**config.mk**
```make
export PLATFORM = sky130hd
export DESIGN_NAME = hazard_ctrl
export DESIGN_NICKNAME = d
export VERILOG_FILES = /design/src/rtl/hazard_ctrl.sv
export SDC_FILE = /design/constraint.sdc
export NUM_CORES = 1
export LEC_CHECK = 0
export BUFFER_PORTS_ARGS = -buffer_cell sky130_fd_sc_hd__buf_2
export CAP_MARGIN = 40
export CORE_ASPECT_RATIO = 0.9
export CORE_MARGIN = 2
export CORE_UTILIZATION = 40
export DETAILED_ROUTE_END_ITERATION = 12
export HOLD_SLACK_MARGIN = 0.15
export PLACE_DENSITY_LB_ADDON = 0.05
export SYNTH_ARGS = -nofsm -noshare
export SYNTH_HDL_FRONTEND = slang
export SYNTH_SLANG_ARGS = --single-unit
```
**constraint.sdc**
```tcl
create_clock -name clk -period 2.5 [get_ports clk]
set_input_delay 0.5 -clock clk [delete_from_list [all_inputs] [get_ports clk]]
set_output_delay 0.5 -clock clk [all_outputs]
set_load 0.02 [all_outputs]
```
**src/rtl/hazard_ctrl.sv**
```systemverilog
// hazard_ctrl: pipeline hazard controller for the 5-stage core.
//
// It keeps shadow copies of the EX and MEM destination registers. From them it
// derives the operand-forward selects, load-use stalls, multi-cycle MDU waits,
// memory-wait freezes and branch flushes. These drive the IF/ID and ID/EX
// pipeline registers.
//
// Optional feature: define HAZARD_PERF_EN to build the stall/flush perf
// counters. When it is undefined, both counter ports are tied to 0 and no
// counter flops are built.
//
// Ports:
//   clk, rst                      clock, asynchronous active-high reset
//   id_valid                      ID holds a real instruction
//   id_rs1/id_rs2, *_used         ID source indices and read enables
//   id_rd, id_wen                 ID destination index and write enable
//   id_is_load, id_is_mdu         ID instruction class
//   ex_redirect                   mispredict resolved in EX
//   mdu_done                      MDU result valid (pulse)
//   mem_wait                      data memory not ready
//   fwd_rs1_sel/fwd_rs2_sel       00 regfile, 01 from EX, 10 from MEM
//   stall_if, stall_id            hold PC and IF/ID
//   bubble_ex, freeze_ex          load NOP into / hold ID/EX
//   flush_id                      squash IF/ID
//   mdu_start                     registered one-cycle MDU launch pulse
//   perf_stall_cnt/perf_flush_cnt perf counters
module hazard_ctrl #(
    parameter int unsigned REG_ID_W = 5,
    parameter int unsigned PERF_W   = 32
) (
    input  logic                clk,
    input  logic                rst,
    input  logic                id_valid,
    input  logic [REG_ID_W-1:0] id_rs1,
    input  logic [REG_ID_W-1:0] id_rs2,
    input  logic                id_rs1_used,
    input  logic                id_rs2_used,
    input  logic [REG_ID_W-1:0] id_rd,
    input  logic                id_wen,
    input  logic                id_is_load,
    input  logic                id_is_mdu,
    input  logic                ex_redirect,
    input  logic                mdu_done,
    input  logic                mem_wait,
    output logic [1:0]          fwd_rs1_sel,
    output logic [1:0]          fwd_rs2_sel,
    output logic                stall_if,
    output logic                stall_id,
    output logic                bubble_ex,
    output logic                freeze_ex,
    output logic                flush_id,
    output logic                mdu_start,
    output logic [PERF_W-1:0]   perf_stall_cnt,
    output logic [PERF_W-1:0]   perf_flush_cnt
);

    typedef enum logic [0:0] {StRun, StMduWait} state_e;

    state_e              state_q;
    logic                mdu_start_q;

    // Only the shadow fields that affect a decision are stored. The EX is_mdu
    // bit and the MEM is_load bit never change an output.
    logic                ex_valid_q, ex_wen_q, ex_is_load_q;
    logic [REG_ID_W-1:0] ex_rd_q;
    logic                mem_valid_q, mem_wen_q;
    logic [REG_ID_W-1:0] mem_rd_q;

    logic rs1_ex_hit, rs2_ex_hit, rs1_mem_hit, rs2_mem_hit;
    logic load_use;
    logic [1:0] fwd1_c, fwd2_c;
    logic sif_c, sid_c, bex_c, fex_c, fid_c, launch_c;

    // x0 never hits: the index is checked for nonzero first.
    assign rs1_ex_hit  = (id_rs1 != '0) && id_rs1_used && ex_valid_q && ex_wen_q
                         && (ex_rd_q == id_rs1);
    assign rs2_ex_hit  = (id_rs2 != '0) && id_rs2_used && ex_valid_q && ex_wen_q
                         && (ex_rd_q == id_rs2);
    assign rs1_mem_hit = (id_rs1 != '0) && id_rs1_used && mem_valid_q && mem_wen_q
                         && (mem_rd_q == id_rs1);
    assign rs2_mem_hit = (id_rs2 != '0) && id_rs2_used && mem_valid_q && mem_wen_q
                         && (mem_rd_q == id_rs2);

    assign load_use = id_valid && ex_is_load_q && (rs1_ex_hit || rs2_ex_hit);

    // An EX hit on a load does not forward from EX. That case stalls instead.
    always_comb begin
        fwd1_c = 2'b00;
        if (rs1_ex_hit && !ex_is_load_q) fwd1_c = 2'b01;
        else if (rs1_mem_hit)            fwd1_c = 2'b10;
        fwd2_c = 2'b00;
        if (rs2_ex_hit && !ex_is_load_q) fwd2_c = 2'b01;
        else if (rs2_mem_hit)            fwd2_c = 2'b10;
    end

    // Priority in RUN: mem_wait > redirect > load-use > normal advance.
    always_comb begin
        sif_c    = 1'b0;
        sid_c    = 1'b0;
        bex_c    = 1'b0;
        fex_c    = 1'b0;
        fid_c    = 1'b0;
        launch_c = 1'b0;
        case (state_q)
            StRun: begin
                if (mem_wait) begin
                    sif_c = 1'b1;
                    sid_c = 1'b1;
                    fex_c = 1'b1;
                end else if (ex_redirect) begin
                    fid_c = 1'b1;
                    bex_c = 1'b1;
                end else if (load_use) begin
                    sif_c = 1'b1;
                    sid_c = 1'b1;
                    bex_c = 1'b1;
                end else begin
                    launch_c = id_valid && id_is_mdu;
                end
            end
            default: begin
                sif_c = 1'b1;
                sid_c = 1'b1;
                fex_c = 1'b1;
            end
        endcase
    end

    always_ff @(posedge clk or posedge rst) begin
        if (rst) begin
            state_q      <= StRun;
            mdu_start_q  <= 1'b0;
            ex_valid_q   <= 1'b0;
            ex_wen_q     <= 1'b0;
            ex_is_load_q <= 1'b0;
            ex_rd_q      <= '0;
            mem_valid_q  <= 1'b0;
            mem_wen_q    <= 1'b0;
            mem_rd_q     <= '0;
        end else begin
            mdu_start_q <= 1'b0;
            case (state_q)
                StRun: begin
                    if (!mem_wait) begin
                        mem_valid_q <= ex_valid_q;
                        mem_wen_q   <= ex_wen_q;
                        mem_rd_q    <= ex_rd_q;
                        if (bex_c) begin
                            ex_valid_q <= 1'b0;
                        end else begin
                            ex_valid_q   <= id_valid;
                            ex_wen_q     <= id_wen;
                            ex_is_load_q <= id_is_load;
                            ex_rd_q      <= id_rd;
                            if (launch_c) begin
                                state_q     <= StMduWait;
                                mdu_start_q <= 1'b1;
                            end
                        end
                    end
                end
                default: begin
                    // EX holds the MDU op while a bubble drains MEM.
                    mem_valid_q <= 1'b0;
                    if (mdu_done && !mem_wait) state_q <= StRun;
                end
            endcase
        end
    end

    // Outputs are forced low while reset is held.
    assign fwd_rs1_sel = rst ? 2'b00 : fwd1_c;
    assign fwd_rs2_sel = rst ? 2'b00 : fwd2_c;
    assign stall_if    = !rst && sif_c;
    assign stall_id    = !rst && sid_c;
    assign bubble_ex   = !rst && bex_c;
    assign freeze_ex   = !rst && fex_c;
    assign flush_id    = !rst && fid_c;
    assign mdu_start   = !rst && mdu_start_q;

`ifdef HAZARD_PERF_EN
    localparam logic [PERF_W-1:0] PerfOne = 1;

    logic [PERF_W-1:0] stall_cnt_q, flush_cnt_q;

    always_ff @(posedge clk or posedge rst) begin
        if (rst) begin
            stall_cnt_q <= '0;
            flush_cnt_q <= '0;
        end else begin
            if (sid_c) stall_cnt_q <= stall_cnt_q + PerfOne;
            if (fid_c) flush_cnt_q <= flush_cnt_q + PerfOne;
        end
    end

    assign perf_stall_cnt = stall_cnt_q;
    assign perf_flush_cnt = flush_cnt_q;
`else
    assign perf_stall_cnt = '0;
    assign perf_flush_cnt = '0;
`endif

endmodule

```
==> flow_summary.ini <==
[worst_setup_path]
crit_path_start_kind = register
critPathMaxFanout = 5
cp.buffers_inverters = 2
worstSetupEndpointType = primary output
regToRegStartpoint = ex_rd_q[0]
critical_path_class = reg -> out
r2r_setup_slack_ns = 0.76
worstPathCellList = xnor2_2 -> nand4_1 -> o22ai_2 -> nand3_2 -> buf_4 -> o22ai_1 -> buf_2
crit_path_max_incr_delay_ns = 0.47
cpLargestDelayFamily = flip-flops
crit_start = ex_rd_q[0]
cp.arrival_ns = 1.99
data_required_time_at_the_worst_endpoint_ns = 2.00
worst_path_slowest_cell = dfrtp_2

[routing]
drc = 0
dr.pass1.iters = 4
dr.first_iter.drc_count = 50
via_cell_ratio = 4.57
drt.antenna.violating_nets = 0
num_vias = 1226
wl_per_cell_um = 13.3
postRouteWirelength_um = 3580

[synth]
yosys.cell_types.count = 33
synth-edff-count = 0
post_synthesis_compound_gate_area_fraction_pct = 12.9
synth_flop_cell = dfrtp_1
yosys.area.top_type = buf_4
post_synth_xor_area_fraction_pct = 10.6
synth_simple_gate_area_share_pct = 14.3
yosysMostFrequentCell = buf_4
netlist_top_cells_area = buf_4, dfrtp_1, xnor2_1, mux2_2, a41o_1
post_synth_mux_area_share_pct = 5.32
mean_syn_cell_area_um2 = 9.25
ys_top_cells_by_count = buf_4, xnor2_1, dfrtp_1
synth_top_family_by_area = buffers and inverters
post_synthesis_instance_area_um2 = 1650
synth-seq-cells = 17
ys_async_sr_fraction_pct = 100
synth.yosys.seq_area_share_pct = 25.8
synthDominantCellAreaShare_pct = 29.6
synth_warnings = 0
synthCells = 178
adder_cell_share_of_the_synthesized_area_pct = 0

[pwr]
total_power_mw = 1.05
power.ir.vdd_worst_v = 0.000212
p_leak_nw = 0.933
power-per-cell-area_nw_per_um2 = 578

[sta]
report.final.setup_viol = 0
report.final.hold_viol_count = 0
share_of_the_clock_period_used_by_the_worst_path_after_layout_pct = 99.8
setup_repair_after_global_routing_missed_its_margin = true
maxClockFrequency_mhz = 401
maxSlewViolCount = 0
final_critical_path_setup_slack_ns = 0.00537
post-route-min-period_ns = 2.49
fin_worst_skew_ns = 0.00182

[clock_network]
ctsHoldBuffers = 0
clk_transition_reported_paths_ns = 0.07
clock_tree.root_cell = clkbuf_8
clock_sink_count = 17
tritoncts_clock_tree = done
ctsHtreeMaxLevel = 1
ctsLongestPathBuffers = 2
cts_inserted_buffers = 3
insertion_delay_ns = 0.26

[place]
placement.io_buffers = 35
gp_congestion = 0.831
placement.setup.worst_slack_ns = 0.0712
place_hpwl_um = 2730

[cells_and_area]
multi_input_area_um2 = 1030
antenna_cells_inserted = 0
post_route_cells_drive_above_1_share_pct = 33.6
area_delta_synth_final_pct = 9.80
finish.net_count = 247
sequential_cell_area_um2 = 432
filler_cell_count_in_the_final_layout = 409

[die]
dieHeight_um = 64.9
start_util_pct = 41.0
floorplan.io_pins = 100
floorplan.die_area_um2 = 4650
placementRows = 22
die_width_um = 71.6
core_um2 = 4020

[global_routing]
globalRouteTotalUtil_pct = 14.8
global_route.overflow_total = 0
first_global_vias = 1083
grt_start_max_net_pins = 20
initial_antenna_violation_count = 0
grt_first_pass_wirelength_um = 5300

[worst_hold_path]
worst_hold_path_type = in -> async

[flow_run]
max_cap_viol_count = 0

[outcome]
status = complete, no violations
[metal layers]
| layer | share of wire (%) | vias to the layer above | global-route usage [%] |
|---|---|---|---|
| met4 | 1.8 | 0 | 6.13 |
| met3 | 6.9 | 8 | 2.64 |
| met1 | 42 | 584 | 19.4 |
| met2 | 49 | 64 | 23.8 |
| met5 | 0 | - | 0 |
| li1 | - | 570 | - |
[layout by cell type, fill, tap and decap left out, types with 2 or more instances in the layout]
cell / n
nor2b_1: 6
buf_4: 9
mux2_2: 6
nor4_1: 2
a31o_1: 5
nor2_1: 3
o211ai_2: 2
nand2_1: 5
mux2i_1: 2
or3_1: 2
conb_1: 64
nor3_1: 3
or4_4: 2
o21ai_0: 3
xnor2_2: 10
dfrtp_1: 12
nand3_1: 4
dfrtp_2: 5
and3_1: 3
inv_1: 2
clkbuf_8: 3
xor2_1: 2
buf_2: 34
a41o_1: 5
xnor2_1: 8
nand2b_1: 3
nand4_1: 5
[power breakdown]
group / switching (mW) / internal (mW) / leakage (nW)
Sequential: 0.0969 / 0.333 / 0.208
Combinational: 0.216 / 0.181 / 0.702
Clock: 0.106 / 0.113 / 0.0228
[final cells by class]
class | instances | area share (%)
Multi-Input combinational cell | 154 | 56.7
Timing Repair Buffer | 43 | 13.1
Clock buffer | 4 | 2.49
Tap cell | 48 | 3.32
Sequential cell | 17 | 23.9
Inverter | 2 | 0.415
[sequential cells by signal (all words and copies together) (netlist names)]
| signal | cells |
|---|---|
| ex_valid_q | 1 |
| mem_rd_q | 5 |
| mem_valid_q | 1 |
| ex_is_load_q | 1 |
| ex_wen_q | 1 |
| mdu_start_q | 1 |
| mem_wen_q | 1 |
| state_q | 1 |
| ex_rd_q | 5 |
[cells by family after synthesis]
kind of cell	after synthesis
flip-flops	17
buffers and inverters	70
multiplexers	8
XOR/XNOR	20
AO/OA/AOI/OAI	22
other	1
AND/OR/NAND/NOR	40
[tightest hold or removal path: stages]
cell,delay [ns]
buf_2,0.16
inv_1,0.08
buf_4,0.27
[metrics by stage]
stage          hold WS, ns  setup TNS, ns  utilization (%)  instance area [um^2]  instances
2_1_floorplan        0.447              0                -                  1880        241
3_3_place_gp         0.494              0             41.2                  1660        261
3_5_place_dp         0.501              0             41.2                  1660        261
4_1_cts              0.381              0             43.6                  1750        265
5_1_grt              0.393         -0.135             45.0                  1810        268
6_report             0.368              0             45.0                  1810        268
[what timing repair did]
action / 4_1_cts / 5_1_grt
buffers inserted: 0 / 3
gates resized for setup: 9 / 7
pin swaps: 0 / 7
cloned: 0 / 0
endpoints found under the setup margin: 1 / 2
[final timing paths]
path	end	cells after the start
min reg2reg	mem_wen_q	1
max in group asynchronous	ex_rd_q[0]	3
max	stall_id	7
min	mem_rd_q[3]	3
max reg2reg	ex_rd_q[4]	6
min in group clk	ex_rd_q[3]	2
Note: power is estimated with default switching activity, not from simulation.
